--- config.mk ---
export PLATFORM = sky130hd
export DESIGN_NAME = sr_driver_flat
export DESIGN_NICKNAME = d
export VERILOG_FILES = /design/src/rtl/sr_pkg.sv /design/src/rtl/sr_driver_if.sv /design/src/rtl/sr_cmd_encode.sv /design/src/rtl/sr_driver.sv /design/src/flat_wrapper.sv
export SDC_FILE = /design/constraint.sdc
export NUM_CORES = 1
export LEC_CHECK = 0
export BUFFER_PORTS_ARGS = -buffer_cell sky130_fd_sc_hd__buf_2
export CAP_MARGIN = 20
export CORE_MARGIN = 8
export CORE_UTILIZATION = 47
export DETAILED_ROUTE_END_ITERATION = 6
export HOLD_SLACK_MARGIN = 0.15
export PLACE_DENSITY = 0.84
export SETUP_SLACK_MARGIN = 0.5
export SLEW_MARGIN = 20
export SYNTH_ARGS = -nofsm -noshare
export SYNTH_HDL_FRONTEND = slang
export SYNTH_HIERARCHICAL = 1
export SYNTH_SLANG_ARGS = --single-unit
--- constraint.sdc ---
create_clock -name clk -period 1.3 [get_ports clk]
set_clock_uncertainty 0.05 [all_clocks]
set_input_delay 0.065 -clock clk [delete_from_list [all_inputs] [get_ports clk]]
set_output_delay 0.065 -clock clk [all_outputs]
set_load 0.02 [all_outputs]
--- src/rtl/sr_pkg.sv ---
// Shared types and constants for the SR flop bank command driver.
package sr_pkg;

    // Driver sequencing states
    typedef enum logic [2:0] {
        INIT   = 3'd0,
        IDLE   = 3'd1,
        DRIVE  = 3'd2,
        SETTLE = 3'd3,
        CHECK  = 3'd4
    } sr_drv_state_t;

    // Per-bit command, packed in {s,r} order
    typedef struct packed {
        logic s;
        logic r;
    } sr_cmd_t;

    localparam sr_cmd_t SR_HOLD    = 2'b00;
    localparam sr_cmd_t SR_RST     = 2'b01;
    localparam sr_cmd_t SR_SET     = 2'b10;
    localparam sr_cmd_t SR_ILLEGAL = 2'b11;

endpackage

--- src/rtl/sr_driver_if.sv ---
// Handshake, command and readback signals between the driver and its environment.
interface sr_driver_if #(
    parameter int unsigned WIDTH = 4
) ();

    logic             in_valid;
    logic             in_ready;
    logic [WIDTH-1:0] in_data;
    logic [WIDTH-1:0] s;
    logic [WIDTH-1:0] r;
    logic [WIDTH-1:0] q_fb;
    logic             done;
    logic             err;
    logic [WIDTH-1:0] mismatch;

    // Environment side: offers words, returns the bank readback
    modport master (
        output in_valid,
        output in_data,
        output q_fb,
        input  in_ready,
        input  s,
        input  r,
        input  done,
        input  err,
        input  mismatch
    );

    // Driver side
    modport slave (
        input  in_valid,
        input  in_data,
        input  q_fb,
        output in_ready,
        output s,
        output r,
        output done,
        output err,
        output mismatch
    );

endinterface

--- src/rtl/sr_cmd_encode.sv ---
// Single-bit (target, shadow) to {s,r} encoder; can never emit s=r=1.
module sr_cmd_encode
    import sr_pkg::*;
(
    input  logic    target,
    input  logic    shadow,
    output sr_cmd_t cmd_c
);

    // Set when rising, reset when falling, hold otherwise
    always_comb begin
        cmd_c = SR_HOLD;
        if (target && !shadow) begin
            cmd_c = SR_SET;
        end else if (!target && shadow) begin
            cmd_c = SR_RST;
        end
    end

endmodule

--- src/rtl/sr_driver.sv ---
// Drives an SR flop bank toward accepted target words and verifies it by readback.
module sr_driver
    import sr_pkg::*;
#(
    parameter int unsigned WIDTH      = 4,
    parameter int unsigned PULSE_CYC  = 1,
    parameter int unsigned SETTLE_CYC = 1
) (
    input logic        clk,
    input logic        rst,
    sr_driver_if.slave bus
);

    localparam int unsigned CNT_MAX = (PULSE_CYC > SETTLE_CYC) ? PULSE_CYC : SETTLE_CYC;
    localparam int unsigned CNT_W   = $clog2(CNT_MAX + 1);

    sr_drv_state_t    state_q, state_d;
    logic [CNT_W-1:0] cnt_q, cnt_d;
    logic [WIDTH-1:0] shadow_q, shadow_d;
    logic [WIDTH-1:0] s_q, s_d;
    logic [WIDTH-1:0] r_q, r_d;
    logic             ready_q, ready_d;
    logic             done_q, done_d;
    logic             err_q, err_d;
    logic [WIDTH-1:0] mismatch_q, mismatch_d;

    sr_cmd_t          cmd_c [WIDTH];
    logic [WIDTH-1:0] set_c;
    logic [WIDTH-1:0] clr_c;
    logic             accept_c;

    // Per-bit command encoders against the believed bank value
    for (genvar i = 0; i < WIDTH; i++) begin : g_enc
        sr_cmd_encode u_enc (
            .target (bus.in_data[i]),
            .shadow (shadow_q[i]),
            .cmd_c  (cmd_c[i])
        );
        assign set_c[i] = cmd_c[i].s;
        assign clr_c[i] = cmd_c[i].r;
    end

    assign accept_c = bus.in_valid & ready_q;

    // State register and registered outputs
    always_ff @(posedge clk) begin
        if (rst) begin
            state_q    <= INIT;
            cnt_q      <= CNT_W'(PULSE_CYC);
            shadow_q   <= '0;
            s_q        <= '0;
            r_q        <= '1;
            ready_q    <= 1'b0;
            done_q     <= 1'b0;
            err_q      <= 1'b0;
            mismatch_q <= '0;
        end else begin
            state_q    <= state_d;
            cnt_q      <= cnt_d;
            shadow_q   <= shadow_d;
            s_q        <= s_d;
            r_q        <= r_d;
            ready_q    <= ready_d;
            done_q     <= done_d;
            err_q      <= err_d;
            mismatch_q <= mismatch_d;
        end
    end

    // Next-state and next-output logic; one counter times INIT, DRIVE and SETTLE
    always_comb begin
        state_d    = state_q;
        cnt_d      = cnt_q;
        shadow_d   = shadow_q;
        s_d        = s_q;
        r_d        = r_q;
        ready_d    = ready_q;
        done_d     = 1'b0;
        err_d      = 1'b0;
        mismatch_d = mismatch_q;

        case (state_q)
            INIT: begin
                if (cnt_q == '0) begin
                    r_d     = '0;
                    ready_d = 1'b1;
                    state_d = IDLE;
                end else begin
                    cnt_d = cnt_q - CNT_W'(1);
                end
            end
            IDLE: begin
                if (accept_c) begin
                    s_d        = set_c;
                    r_d        = clr_c;
                    shadow_d   = bus.in_data;
                    mismatch_d = '0;
                    ready_d    = 1'b0;
                    if ((set_c | clr_c) != '0) begin
                        cnt_d   = CNT_W'(PULSE_CYC - 1);
                        state_d = DRIVE;
                    end else begin
                        state_d = CHECK;
                    end
                end
            end
            DRIVE: begin
                if (cnt_q == '0) begin
                    s_d     = '0;
                    r_d     = '0;
                    cnt_d   = CNT_W'(SETTLE_CYC - 1);
                    state_d = SETTLE;
                end else begin
                    cnt_d = cnt_q - CNT_W'(1);
                end
            end
            SETTLE: begin
                if (cnt_q == '0) begin
                    state_d = CHECK;
                end else begin
                    cnt_d = cnt_q - CNT_W'(1);
                end
            end
            CHECK: begin
                mismatch_d = bus.q_fb ^ shadow_q;
                err_d      = |(bus.q_fb ^ shadow_q);
                done_d     = 1'b1;
                ready_d    = 1'b1;
                state_d    = IDLE;
            end
            default: begin
                s_d     = '0;
                r_d     = '1;
                ready_d = 1'b0;
                cnt_d   = CNT_W'(PULSE_CYC);
                state_d = INIT;
            end
        endcase
    end

    assign bus.in_ready = ready_q;
    assign bus.s        = s_q;
    assign bus.r        = r_q;
    assign bus.done     = done_q;
    assign bus.err      = err_q;
    assign bus.mismatch = mismatch_q;

    // The bank must never see set and reset together
    a_no_illegal: assert property (@(posedge clk) (s_q & r_q) == '0);

endmodule
--- src/flat_wrapper.sv ---
// flat-port wrapper written by rule: the top's interface ports become plain ports
module sr_driver_flat import sr_pkg::*;
#(
    parameter int unsigned WIDTH      = 4,
    parameter int unsigned PULSE_CYC  = 1,
    parameter int unsigned SETTLE_CYC = 1
)
  (clk, rst, bus_in_valid, bus_in_data, bus_q_fb, bus_in_ready, bus_s, bus_r, bus_done, bus_err, bus_mismatch);
  sr_driver_if #(.WIDTH(WIDTH)) bus_i ();
  input logic clk;
  input logic rst;
  input wire logic [$bits(bus_i.in_valid)-1:0] bus_in_valid;
  input wire logic [$bits(bus_i.in_data)-1:0] bus_in_data;
  input wire logic [$bits(bus_i.q_fb)-1:0] bus_q_fb;
  output wire logic [$bits(bus_i.in_ready)-1:0] bus_in_ready;
  output wire logic [$bits(bus_i.s)-1:0] bus_s;
  output wire logic [$bits(bus_i.r)-1:0] bus_r;
  output wire logic [$bits(bus_i.done)-1:0] bus_done;
  output wire logic [$bits(bus_i.err)-1:0] bus_err;
  output wire logic [$bits(bus_i.mismatch)-1:0] bus_mismatch;
  assign bus_i.in_valid = bus_in_valid;
  assign bus_i.in_data = bus_in_data;
  assign bus_i.q_fb = bus_q_fb;
  assign bus_in_ready = bus_i.in_ready;
  assign bus_s = bus_i.s;
  assign bus_r = bus_i.r;
  assign bus_done = bus_i.done;
  assign bus_err = bus_i.err;
  assign bus_mismatch = bus_i.mismatch;
  sr_driver #(.WIDTH(WIDTH), .PULSE_CYC(PULSE_CYC), .SETTLE_CYC(SETTLE_CYC)) u_core (.clk(clk), .rst(rst), .bus(bus_i));
endmodule
==> reports/metrics.yaml <==
timing:
  worst_pin_slew_ns: 0.449
  setup-violations-final: 19
  slew_violations: 0
  fin_hold_ws_ns: 0.0175
  setup_slack_ns: -0.311
  fin_crit_sh: 1.24
  slew_headroom: 0.701
  post-route-min-period_ns: 1.61
  hold_viol_final: 0
  clock.fmax_mhz: 621
  rsz0062_at_grt: "yes"
status:
  violations: "negative setup slack"
  outcome: "finished, violations left"
yosys:
  ys_ff_latch: 23
  synth_nets: 141
  syn_area_per_cell_um2: 8.75
  synthesis.area_um2: 1140
  synth_seq_area_share: 0.405
  synthCells: 130
  yosys_warnings: 6
  synthArstFlopShare: 0
  yosysTopAreaCellShare: 0.405
  synth_area_leaders: "dfxtp_1 (40%), a21oi_1 (7.0%), nand3_1 (4.0%)"
  yosys.area.top_type: "dfxtp_1"
  synth_edf_count: 0
  synth_flop_cell: "dfxtp_1"
  synth_cell_type_count: 35
layout:
  stdcell_count: 227
  nets: 209
  register_area_um2: 497
  multi_input_area_um2: 792
  fill_cells: 130
  layout-drive-gt1-share: 0.640
  num_antenna_cells: 0
  syn2layout_area_growth_pct: 72.1
  finalInstanceArea_um2: 1960
  fin_util: 0.820
worst_setup_path:
  worst_setup_path_start_kind: "flop"
  worstReg2RegStart: "u_core/state_q[2]$_SDFFE_PP0P_"
  critPathCaptureType: "flop"
  path_max_fanout: 8
  arrival_ns: 1.79
  rrSetupSlack_ns: -0.31
  cp.required_ns: 1.48
  crit_end: "u_core/bus.r[0]$_SDFFE_PP1P_"
  r2r_cells: 4
  crit_type: "flop to flop"
  startpoint: "u_core/state_q[2]$_SDFFE_PP0P_"
  regToRegEndpoint: "u_core/bus.r[0]$_SDFFE_PP1P_"
hold_path:
  hold_path_class: "input port to flop"
run:
  drv_cap: 0
power:
  vdd_drop_max_mv: 0.932
  powerDensity_nw_per_um2: 824
  leakage_nw: 0.868
clocking:
  clock-sinks: 23
  clkTransAtPathRegs_ns: 0.13
  clk_latency_ns: 0.33
  cts_tree: "yes"
  hold_buffers: 4
  cts_root_buf: "clkbuf_4"
  ctsHtreeMaxLevel: 1
  numCtsBuffers: 3
  clockBufferDepth: 2
floorplanning:
  core_area_um2: 2390
  dieArea_um2: 4250
  ios: 26
  die_h_um: 65.2
  rows: 18
  die_w_um: 65.2
  initial_core_util: 0.476
drt:
  first_iter_violations: 87
  drtPass1Iterations: 6
  wire_per_inst_um: 22.6
  route.detailed.drc: 0
  antenna_left: 0
  viasPerCell: 6.16
  num_vias: 1399
  wl_mm: 5.13
grt:
  grt_pass1_wl_mm: 7.41
  grt_max_degree: 23
  antenna_found_initial: 0
  grt-ovfl-total: 0
  grt_use_total: 0.224
  grt_pass1_vias: 1402
place:
  placed_cell_area_um2: 1490
  dpl.cell_count: 199
  preCtsSetupSlack_ns: -0.234
  portBuffers: 25
  dp_hpwl_mm: 2.23
  place.gp.congestion: 0.874
-- per-stage QoR --
stage	TNS [ns]	total power, mW
2_1_floorplan	-0.515	0.991
3_3_place_gp	-2.18	1.10
3_5_place_dp	-3.03	1.11
4_1_cts	-2.12	1.50
5_1_grt	-4.02	1.66
6_report	-3.33	1.61
-- logic make-up (layout without fill, tap and decap cells) --
family | after synthesis | in the layout | share of synthesized area
AOI/OAI and AO/OA | 33 | 33 | 0.196
xor gates and xnor gates | 4 | 4 | 0.0308
and+or+nand+nor | 57 | 57 | 0.294
buffers and inverters | 9 | 76 | 0.0396
DFF | 23 | 23 | 0.405
muxes | 4 | 4 | 0.0352
-- placed cells by master (no fill, tap or decap), types with 2 or more instances in the layout --
cell type	n
nand2b_1	4
buf_2	10
clkbuf_4	3
o22ai_2	3
nand3_2	4
o21ai_1	2
xor2_1	4
nor4_4	2
and2b_2	4
buf_6	24
and2_4	2
nor2_1	12
a21oi_1	10
a21oi_2	6
nor2b_4	3
dfxtp_4	4
dfxtp_1	2
inv_1	2
and3_1	2
nor2b_1	4
mux2i_1	3
dfxtp_2	17
nand3_1	5
a211o_1	4
buf_4	31
nand2_1	4
dlygate4sd3_1	4
-- final cells by class --
type                    instances  share of cell area
multi-input cells              98               0.405
inverters                       3             0.00575
well taps                      30              0.0192
clock buffers                   4              0.0134
repair buffers                 69               0.303
flip-flops and latches         23               0.254
-- layer usage --
layer / wire length [um] / GRT usage
met1: 1910 / 0.248
met4: 400 / 0.172
met2: 2490 / 0.378
met5: 0 / 0
met3: 332 / 0.0357
-- cells in the mapped netlist (2+ instances only) --
| cell type | instances |
|---|---|
| nor4_1 | 3 |
| nor2_1 | 12 |
| buf_2 | 3 |
| dfxtp_1 | 23 |
| a211o_1 | 4 |
| nand3_1 | 9 |
| and2b_2 | 4 |
| a21oi_1 | 16 |
| and2_1 | 2 |
| mux2i_1 | 4 |
| o22ai_1 | 4 |
| clkbuf_1 | 2 |
| nand2_1 | 6 |
| and3_1 | 2 |
| nor2b_1 | 6 |
| o21ai_0 | 3 |
| nand2b_1 | 4 |
| inv_1 | 3 |
| xor2_1 | 4 |
-- critical path, cell delays in order, from the launching register on --
cell and delay (ns):
dfxtp_4 0.40, or3_1 0.39, o31a_1 0.24, buf_4 0.19, a211o_1 0.24
-- how the worst min path moves through the flow --
stage                                                     end            from  slack [ns]  cells past startpoint
after floorplan               u_core/shadow_q[1]$_SDFFE_PP0P_  bus_in_data[1]        0.16                      2
after global placement        u_core/shadow_q[1]$_SDFFE_PP0P_  bus_in_data[1]        0.27                      3
after detailed placement      u_core/shadow_q[2]$_SDFFE_PP0P_  bus_in_data[2]        0.29                      3
after CTS                 u_core/bus.mismatch[3]$_SDFFE_PP0P_     bus_q_fb[3]       0.003                      4
after global routing      u_core/bus.mismatch[0]$_SDFFE_PP0P_     bus_q_fb[0]        0.05                      4
final                     u_core/bus.mismatch[2]$_SDFFE_PP0P_     bus_q_fb[2]        0.02                      4
-- state kept, by name, summed over array words and instances (netlist names) --
signal,flops
u_core/bus.mismatch,4
u_core/bus.r,4
u_core/bus.s,4
u_core/shadow_q,4
u_core/state_q,3
u_core/bus.done,1
u_core/bus.err,1
u_core/bus.in_ready,1
u_core/cnt_q,1
-- repair_timing --
action                                  in CTS  in global routing
pin swaps                                   13                 15
buffers inserted                            11                  9
endpoints found under the setup margin      38                 38
endpoints found under the hold margin       15                  5
resized for setup                           64                 19
-- where the power goes --
| group | switching (mW) | internal [mW] |
|---|---|---|
| registers | 0.0378 | 0.738 |
| clock network | 0.229 | 0.121 |
| logic | 0.247 | 0.240 |
| total | 0.514 | 1.10 |
Power figures use the tool's default switching activity.
